[src/rtl/uart_pkg.sv]
// Shared UART definitions: line FSM state encoding and default bit period.
// Used by both the TX and RX sides of the Bluetooth link.
package uart_pkg;

  typedef enum logic [1:0] {
    IDLE  = 2'd0,
    START = 2'd1,
    DATA  = 2'd2,
    STOP  = 2'd3
  } uart_state_t;

  localparam int UART_CLKS_PER_BIT_DEFAULT = 260;

endpackage

[src/rtl/uart_frame_tx_if.sv]
// Frame handshake between a frame source and the UART transmitter.
// A frame transfers on a clock edge where frame_valid && frame_ready are both high;
// the source keeps frame_data stable while frame_valid is high and frame_ready is low.
interface uart_frame_tx_if #(
  parameter int FRAME_W = 24
);

  logic [FRAME_W-1:0] frame_data;
  logic               frame_valid;
  logic               frame_ready;

  modport master (
    output frame_data,
    output frame_valid,
    input  frame_ready
  );

  modport slave (
    input  frame_data,
    input  frame_valid,
    output frame_ready
  );

endinterface

[src/rtl/uart_baud_tick.sv]
// Bit-period counter: counts 0..CLKS_PER_BIT-1 and flags the last clock of each bit.
// clear holds the count at zero so the next state starts a fresh bit period.
module uart_baud_tick
  import uart_pkg::*;
#(
  parameter int CLKS_PER_BIT = UART_CLKS_PER_BIT_DEFAULT
) (
  input  logic clk,
  input  logic reset,
  input  logic clear,
  output logic tick
);

  localparam int                CNT_W = $clog2(CLKS_PER_BIT);
  localparam logic [CNT_W-1:0]  LAST  = CNT_W'(CLKS_PER_BIT - 1);

  logic [CNT_W-1:0] count;
  logic [CNT_W-1:0] count_nxt;

  // tick is registered alongside the count, so it is high exactly while count == LAST
  always_comb begin
    count_nxt = count + CNT_W'(1);
    if (clear || tick) begin
      count_nxt = '0;
    end
  end

  always_ff @(posedge clk) begin
    if (reset) begin
      count <= '0;
      tick  <= 1'b0;
    end else begin
      count <= count_nxt;
      tick  <= (count_nxt == LAST);
    end
  end

endmodule

[src/rtl/uart_frame_tx.sv]
// UART frame transmitter: start bit, FRAME_W data bits MSB-first, stop bit.
// A one-entry hold register accepts the next frame while the current one is on the line.
module uart_frame_tx
  import uart_pkg::*;
#(
  parameter int CLKS_PER_BIT = UART_CLKS_PER_BIT_DEFAULT,
  parameter int FRAME_W      = 24
) (
  input  logic              clk,
  input  logic              reset,
  uart_frame_tx_if.slave    frm,
  output logic              uart_tx,
  output logic              busy,
  output logic              frame_done,
  output uart_state_t       dbg_state
);

  generate
    if (CLKS_PER_BIT < 2) begin : g_bad_cpb
      $fatal(1, "uart_frame_tx: CLKS_PER_BIT must be >= 2");
    end
    if (FRAME_W < 8 || (FRAME_W % 8) != 0) begin : g_bad_fw
      $fatal(1, "uart_frame_tx: FRAME_W must be a multiple of 8 and >= 8");
    end
  endgenerate

  localparam int IDX_W = $clog2(FRAME_W);

  uart_state_t        state;
  logic [FRAME_W-1:0] hold_q;
  logic               hold_full;
  logic [FRAME_W-1:0] shifter;
  logic [IDX_W-1:0]   bit_idx;
  logic               tick;
  logic               baud_clear;
  logic               accept;
  logic               load;

  assign frm.frame_ready = !hold_full;
  assign accept          = frm.frame_valid && frm.frame_ready;
  // accept and load never coincide: load needs a full hold, accept needs an empty one
  assign load            = hold_full && ((state == IDLE) || (state == STOP && tick));
  assign baud_clear      = (state == IDLE);

  uart_baud_tick #(
    .CLKS_PER_BIT (CLKS_PER_BIT)
  ) u_baud (
    .clk   (clk),
    .reset (reset),
    .clear (baud_clear),
    .tick  (tick)
  );

  always_ff @(posedge clk) begin
    if (reset) begin
      hold_q    <= '0;
      hold_full <= 1'b0;
    end else if (accept) begin
      hold_q    <= frm.frame_data;
      hold_full <= 1'b1;
    end else if (load) begin
      hold_full <= 1'b0;
    end
  end

  always_ff @(posedge clk) begin
    if (reset) begin
      state   <= IDLE;
      uart_tx <= 1'b1;
      shifter <= '0;
      bit_idx <= '0;
    end else begin
      case (state)
        IDLE: begin
          uart_tx <= 1'b1;
          if (hold_full) begin
            shifter <= hold_q;
            state   <= START;
            uart_tx <= 1'b0;
          end
        end
        START: begin
          if (tick) begin
            state   <= DATA;
            bit_idx <= IDX_W'(FRAME_W - 1);
            uart_tx <= shifter[FRAME_W-1];
          end
        end
        DATA: begin
          if (tick) begin
            if (bit_idx == '0) begin
              state   <= STOP;
              uart_tx <= 1'b1;
            end else begin
              shifter <= shifter << 1;
              uart_tx <= shifter[FRAME_W-2];
              bit_idx <= bit_idx - IDX_W'(1);
            end
          end
        end
        STOP: begin
          // a frame already waiting in hold goes straight into its start bit
          if (tick) begin
            if (hold_full) begin
              shifter <= hold_q;
              state   <= START;
              uart_tx <= 1'b0;
            end else begin
              state   <= IDLE;
            end
          end
        end
        default: begin
          state   <= IDLE;
          uart_tx <= 1'b1;
        end
      endcase
    end
  end

  assign busy       = (state != IDLE) || hold_full;
  assign frame_done = (state == STOP) && tick;
  assign dbg_state  = state;

endmodule

[src/flat_wrapper.sv]
// flat-port wrapper written by rule: the top's interface ports become plain ports
module uart_frame_tx_flat import uart_pkg::*;
#(
  parameter int CLKS_PER_BIT = UART_CLKS_PER_BIT_DEFAULT,
  parameter int FRAME_W      = 24
)
  (clk, reset, uart_tx, busy, frame_done, dbg_state, frm_frame_data, frm_frame_valid, frm_frame_ready);
  uart_frame_tx_if #(.FRAME_W(FRAME_W)) frm_i ();
  input  logic clk;
  input  logic reset;
  output logic uart_tx;
  output logic busy;
  output logic frame_done;
  output uart_state_t dbg_state;
  input wire logic [$bits(frm_i.frame_data)-1:0] frm_frame_data;
  input wire logic [$bits(frm_i.frame_valid)-1:0] frm_frame_valid;
  output wire logic [$bits(frm_i.frame_ready)-1:0] frm_frame_ready;
  assign frm_i.frame_data = frm_frame_data;
  assign frm_i.frame_valid = frm_frame_valid;
  assign frm_frame_ready = frm_i.frame_ready;
  uart_frame_tx #(.CLKS_PER_BIT(CLKS_PER_BIT), .FRAME_W(FRAME_W)) u_core (.clk(clk), .reset(reset), .frm(frm_i), .uart_tx(uart_tx), .busy(busy), .frame_done(frame_done), .dbg_state(dbg_state));
endmodule
[config.mk]
export PLATFORM = sky130hd
export DESIGN_NAME = uart_frame_tx_flat
export DESIGN_NICKNAME = d
export VERILOG_FILES = /design/src/rtl/uart_pkg.sv /design/src/rtl/uart_frame_tx_if.sv /design/src/rtl/uart_baud_tick.sv /design/src/rtl/uart_frame_tx.sv /design/src/flat_wrapper.sv
export SDC_FILE = /design/constraint.sdc
export NUM_CORES = 1
export LEC_CHECK = 0
export BUFFER_PORTS_ARGS = -buffer_cell sky130_fd_sc_hd__buf_2
export CELL_PAD_IN_SITES_DETAIL_PLACEMENT = 0
export CELL_PAD_IN_SITES_GLOBAL_PLACEMENT = 1
export CORE_AREA = 5 5 90 92
export CTS_CLUSTER_SIZE = 20
export DETAILED_ROUTE_END_ITERATION = 7
export DIE_AREA = 0 0 95 97
export PLACE_DENSITY_LB_ADDON = 0.05
export SLEW_MARGIN = 20
export SYNTH_ARGS = -nofsm -noshare
export SYNTH_HDL_FRONTEND = slang
export SYNTH_HIERARCHICAL = 1
export SYNTH_SLANG_ARGS = --single-unit
[constraint.sdc]
create_clock -name clk -period 2.8 [get_ports clk]
set_input_delay 0.28 -clock clk [delete_from_list [all_inputs] [get_ports clk]]
set_output_delay 0.28 -clock clk [all_outputs]
set_load 0.02 [all_outputs]
# Word-level counts from Yosys, hierarchy flattened
# Index checks and enable logic that the tools add are counted.
[word_totals]
regBits = 67
latch_bits = 0
ram_bits = 0
rom_bits = 0
input_bits = 27
out_inout_bits = 6
elab_cells = 64
n_memories = 0
[op_classes]
add_sub_neg = 2
n_mul = 0
div = 0
order_cmp = 0
eq_ne = 11
shift = 0
muxes = 26
bitwise = 0
n_reduce_logical = 17
[ops]
columns = ["operator", "n"]
rows = [
  ["$mux W24", 4],
  ["$pmux W24 S3", 1],
  ["$mux W5", 3],
  ["$reduce_and A4 Y1", 3],
  ["$mux W2", 5],
  ["$pmux W5 S2", 1],
  ["$add A9 B1 Y9 const B", 1],
  ["$eq A9 B9 Y1 const B", 1],
  ["$mux W1", 9],
  ["$mux W9", 1],
  ["$ne A2 B2 Y1 const B", 4],
  ["$pmux W2 S4", 1],
  ["$ne A2 B1 Y1 const B", 3],
  ["$reduce_bool A2 Y1", 3],
  ["$logic_not A5 Y1", 1],
  ["$reduce_and A5 Y1", 1],
  ["$sub A5 B1 Y5 const B", 1],
  ["$eq A2 B2 Y1 const B", 2],
  ["$pmux W1 S4", 1],
  ["$logic_and A1 B1 Y1", 3],
  ["$logic_or A1 B1 Y1", 3],
  ["$reduce_bool A3 Y1", 1],
  ["$eq A2 B1 Y1 const B", 1],
  ["$logic_not A2 Y1", 1],
  ["$logic_not A1 Y1", 1],
]

# Longest topological paths before layout
[depth]
ltp_word = 6
depth_mapped = 8
ltp_nobuf = 6

# Cells and area by module
# Netlist, hierarchy kept.
[modules_own_cells]
columns = ["mod", "n_inst", "cells_each", "area_each_um2", "seq_area_each_um2"]
rows = [
  ["uart_frame_tx", 1, 283, 2575.0, 1141.1],
  ["uart_baud_tick", 1, 54, 481.7, 200.2],
]

# Worst setup path after synthesis
# Ideal clock, no wire load.
[synth_timing]
path_type = "register to register"
from = "register u_core.state[0] (netlist: u_core/dbg_state[0])"
to = "register u_core.shifter[10]"
setup_time_ns = 0.146
arrival_ns = 2.084
required_ns = 2.654
slack_ns = 0.570
stages_incl_launch_ff = 8
n_path_buf = 2
period_less_slack_ns = 2.230
cell_sequence = "dfxtp_1 inv_1 ha_1 buf_2 o21ba_2 a2111oi_4 buf_4 a211oi_2"
[synth_via]
elab_chain_len = 3
word_cells_on_any_way = 9
classes_between = "eq/ne: 5; mux: 1; reduce/logical: 3"
[synth_lines]
columns = ["element", "line_no", "text"]
rows = [
  ["start: declaration", "uart_frame_tx.sv:29", "uart_state_t state;"],
  ["start signal: assignment", "uart_frame_tx.sv:68", "state <= IDLE;"],
  ["start signal: assignment", "uart_frame_tx.sv:78", "state <= START;"],
  ["start signal: assignment", "uart_frame_tx.sv:84", "state <= DATA;"],
  ["$eq A2 B2 Y1 or $logic_not A2 Y1 (tied branches)", "uart_frame_tx.sv:73", "case (state)"],
  ["$ne A2 B2 Y1 (no source line) or $reduce_bool A3 Y1 (tied branches)", "--", ""],
  ["$reduce_and A4 Y1 (no source line)", "--", ""],
  ["end signal: assignment", "uart_frame_tx.sv:77", "shifter <= hold_q;"],
  ["end signal: assignment", "uart_frame_tx.sv:95", "shifter <= shifter << 1;"],
  ["end signal: assignment", "uart_frame_tx.sv:105", "shifter <= hold_q;"],
  ["end: declaration", "uart_frame_tx.sv:32", "logic [FRAME_W-1:0] shifter;"],
]
# Parallel ways exist; a longest one is shown, timed or not.
# A chain may end at the register's enable or synchronous reset.

# Worst setup path in the final report
[layout_timing]
from = "register u_core.state[0] (netlist: u_core/dbg_state[0])"
to = "register u_core.u_baud.tick"
[layout_via]
elab_chain_len = 4
[layout_lines]
columns = ["element", "line_no", "text"]
rows = [
  ["$logic_not A2 Y1", "uart_frame_tx.sv:43", "assign baud_clear = (state == IDLE);"],
  ["named net u_core.baud_clear", "uart_frame_tx.sv:35", "logic baud_clear;"],
  ["$logic_or A1 B1 Y1", "uart_baud_tick.sv:23", "if (clear || tick) begin"],
  ["$mux W9", "uart_baud_tick.sv:23", ""],
  ["$eq A9 B9 Y1", "uart_baud_tick.sv:34", "tick <= (count_nxt == LAST);"],
  ["end signal: assignment", "uart_baud_tick.sv:34", ""],
  ["end: declaration", "uart_baud_tick.sv:11", "output logic tick"],
]
# The timed path passes the listed nets, and every way through them passes these cells.

==> flow_metrics.env <==
export IMPL_status="complete, no violations"
export IMPL_cpMaxStageDelayCell="or4_1"
export IMPL_grt_pass1_wl_mm=10.5
export IMPL_path_class="register to register"
export IMPL_r2r_end="u_core/u_baud/tick$_SDFF_PP0_"
export IMPL_coreArea_um2=7140
export IMPL_grt_max_degree=46
export IMPL_mostFrequentLayoutCell="dfxtp_1"
export IMPL_fin_skew_ps=9.36
export IMPL_instances_no_fill=463
export IMPL_dieArea_um2=9220
export IMPL_cts_max_level=3
export IMPL_fin_area_um2=3480
export IMPL_hp_class="input pin to register"
export IMPL_worstRegToRegCells=5
export IMPL_power_density_nw_per_um2=876
export IMPL_reg2reg_from="u_core/dbg_state[0]$_SDFFE_PP0P_"
export IMPL_ys_async_sr_fraction_pct=0
export IMPL_cts_tree="yes"
export IMPL_grt_pass1_vias=2358
export IMPL_synth_cell_types=46
export IMPL_dp_cells=447
export IMPL_synth_ff_type="dfxtp_1"
export IMPL_ctsRootBufferMaster="clkbuf_8"
export IMPL_ant_nets=0
export IMPL_cpPeakStageDelay_ps=510
export IMPL_finalWorstPathRequiredPeriod_ps=2090
export IMPL_postCtsHoldBufs=0
export IMPL_syn_area_um2=3060
export IMPL_ir_drop_uv=354
export IMPL_die_y_um=97
export IMPL_grt_total_usage_pct=14.0
export IMPL_rows=31
export IMPL_area_growth_pct=14.0
export IMPL_numCtsBuffers=9
export IMPL_syn_num_nets=370
export IMPL_io_pins=33
export IMPL_place_hpwl_mm=3.90
export IMPL_cp_top_family="simple AND/OR/NAND/NOR gates"
export IMPL_io_buffers=32
export IMPL_vias=2333
export IMPL_overflow=0
export IMPL_holdPathStages=3
export IMPL_rrSetupSlack_ps=710
export IMPL_finalMaxSlewViolations=0
export IMPL_holdWs_ps=171
export IMPL_cp_start_kind="register"
export IMPL_fp_dieW_um=95
export IMPL_drive_above_1_share_pct=21.2
export IMPL_avgSynthCellArea_um2=9.07
export IMPL_finalSetupTns_ps=0
export IMPL_clkLatencyLatePin_ps=340
export IMPL_finalHoldViolCount=0
export IMPL_worst_slew_pin_transition_ps=892
export IMPL_ys_warn_count=6
export IMPL_cp_required_ps=3040
export IMPL_cp_arrival_ps=2330
export IMPL_period_share_pct=74.5
export IMPL_postCtsSetupRepairBufs=0
export IMPL_clkSinkCount=67
export IMPL_endpoint_kind="register"
export IMPL_min_delay_worst_endpoint="u_core/hold_q[1]$_SDFFE_PP0P_"
export IMPL_drc=0
export IMPL_rsz0062_at_grt="no"
export IMPL_drt_iter0_markers=61
export IMPL_finalSetupViolations=0
export IMPL_max_slew_margin_pct=40.4
export IMPL_cp_num_buf_inv=1
export IMPL_ys_ff_latch=67
export IMPL_clk_pin_slew_ps=80
export IMPL_worstPathCellList="inv_1, ha_1, or4_1, or4_1, nor4_2"
export IMPL_fin_nets=392
export IMPL_p_leak_nw=1.21
export IMPL_drv_cap=0
export IMPL_ys_seq_area_share_pct=43.9
export IMPL_place_area_um2=3240
export IMPL_dr_pass1_iters=4
export IMPL_crit_path_frequent_cell="or4_1"
export IMPL_gp_congestion=0.708
export IMPL_post_cts_resized=0
export IMPL_netlist_instances=337
export IMPL_antenna_found_initial=0
export IMPL_min_from="frm_frame_data[1]"
export IMPL_diodes=0
export IMPL_finalWirelength_mm=5.86
export IMPL_synth_edf_count=0
export IMPL_start_util_pct=42.8
export IMPL_layout_common_cells="67 x dfxtp_1, 54 x nand2_1, 36 x nor2_1"
export IMPL_clock_path_buffers=2
export IMPL_timing_fmax_mhz=480
export IMPL_vias_per_cell=5.04
export IMPL_crit_fanout=8
export IMPL_post_drt_wl_per_cell_um=12.7
==> how the worst max path moves through the flow <==
| stage | slack, ps | cells past startpoint | start | to |
|---|---|---|---|---|
| global placement | 780 | 5 | u_core/dbg_state[1]$_SDFFE_PP0P_ | u_core/u_baud/tick$_SDFF_PP0_ |
| finish | 710 | 5 | u_core/dbg_state[0]$_SDFFE_PP0P_ | u_core/u_baud/tick$_SDFF_PP0_ |
| detailed placement | 730 | 5 | u_core/dbg_state[0]$_SDFFE_PP0P_ | u_core/u_baud/tick$_SDFF_PP0_ |
| floorplan | 570 | 7 | u_core/dbg_state[0]$_SDFFE_PP0P_ | u_core/shifter[10]$_SDFFE_PP0P_ |
| global route | 520 | 7 | u_core/dbg_state[0]$_SDFFE_PP0P_ | u_core/dbg_state[0]$_SDFFE_PP0P_ |
| CTS | 690 | 5 | u_core/dbg_state[0]$_SDFFE_PP0P_ | u_core/u_baud/tick$_SDFF_PP0_ |
==> cells by family after synthesis <==
kind of cell               share of synthesized area (%)
xor gates and xnor gates                            2.29
and+or+nand+nor                                     18.1
buffers and inverters                               5.69
adders and majority gates                           2.46
AOI/OAI and AO/OA                                   20.4
muxes                                               7.20
DFF                                                 43.9
==> tightest hold or removal path, cell delays in order <==
cell and delay (ps):
buf_2 90, nand2_1 40, a21oi_1 50
==> area by class of cell <==
cell class | count | area [um^2]
Fill cell | 733 | 3650
Multi-Input combinational cell | 237 | 1540
Sequential cell | 67 | 1340
Timing Repair Buffer | 36 | 203
Clock buffer | 10 | 128
Tap cell | 99 | 124
Clock inverter | 6 | 114
Inverter | 8 | 30.0
==> synthesized netlist by cell type, types with 2 or more instances <==
cell       n  area [um^2]
mux2i_1   22          220
nand2_1   54          203
a31oi_1    2         12.5
a211oi_1   5         37.5
a21oi_1   35          175
xor2_1     4         35.0
nand2b_1   2         12.5
nand3_1    7         35.0
nor2b_1    2         12.5
buf_4      2         15.0
clkbuf_1  15         56.3
ha_1       6         75.1
nor2_1    36          135
nor3_1     4         20.0
or4_1      2         15.0
or3_1      4         25.0
or4b_2     2         20.0
inv_1      8         30.0
o21ai_0    7         35.0
buf_6      4         45.0
buf_2      2         10.0
a211oi_2  18          225
a221oi_1   2         17.5
xnor2_1    4         35.0
dfxtp_1   67         1340
==> metal layers <==
layer / GRT usage [%] / vias up / share of wire [%]
met5: 0 / - / 0
met4: 6.33 / 0 / 0.94
met3: 3.10 / 4 / 2.9
met2: 22.7 / 35 / 47
met1: 17.4 / 1078 / 49
li1: - / 1216 / -
==> sequential cells by signal (all words and copies together), names as in the netlist <==
register,count
u_core/bit_idx,5
u_core/dbg_state,2
u_core/hold_full,1
u_core/hold_q,24
u_core/shifter,24
u_core/u_baud/count,9
u_core/u_baud/tick,1
u_core/uart_tx,1
==> report_power, final <==
group	internal (mW)	total (mW)	switching (mW)
clock	0.593	0.959	0.366
combinational	0.360	0.866	0.507
sequential	1.13	1.23	0.0986
total	2.08	3.05	0.971
==> stage by stage <==
stage          power, mW  util, %  setup WS [ps]
2_1_floorplan       1.97        -            570
6_report            3.05     48.8            715
4_1_cts             3.10     48.8            695
3_3_place_gp        2.11     45.4            783
3_5_place_dp        2.12     45.4            725
5_1_grt             3.26     48.8            518
No activity file was read; power rests on OpenSTA's default activity.
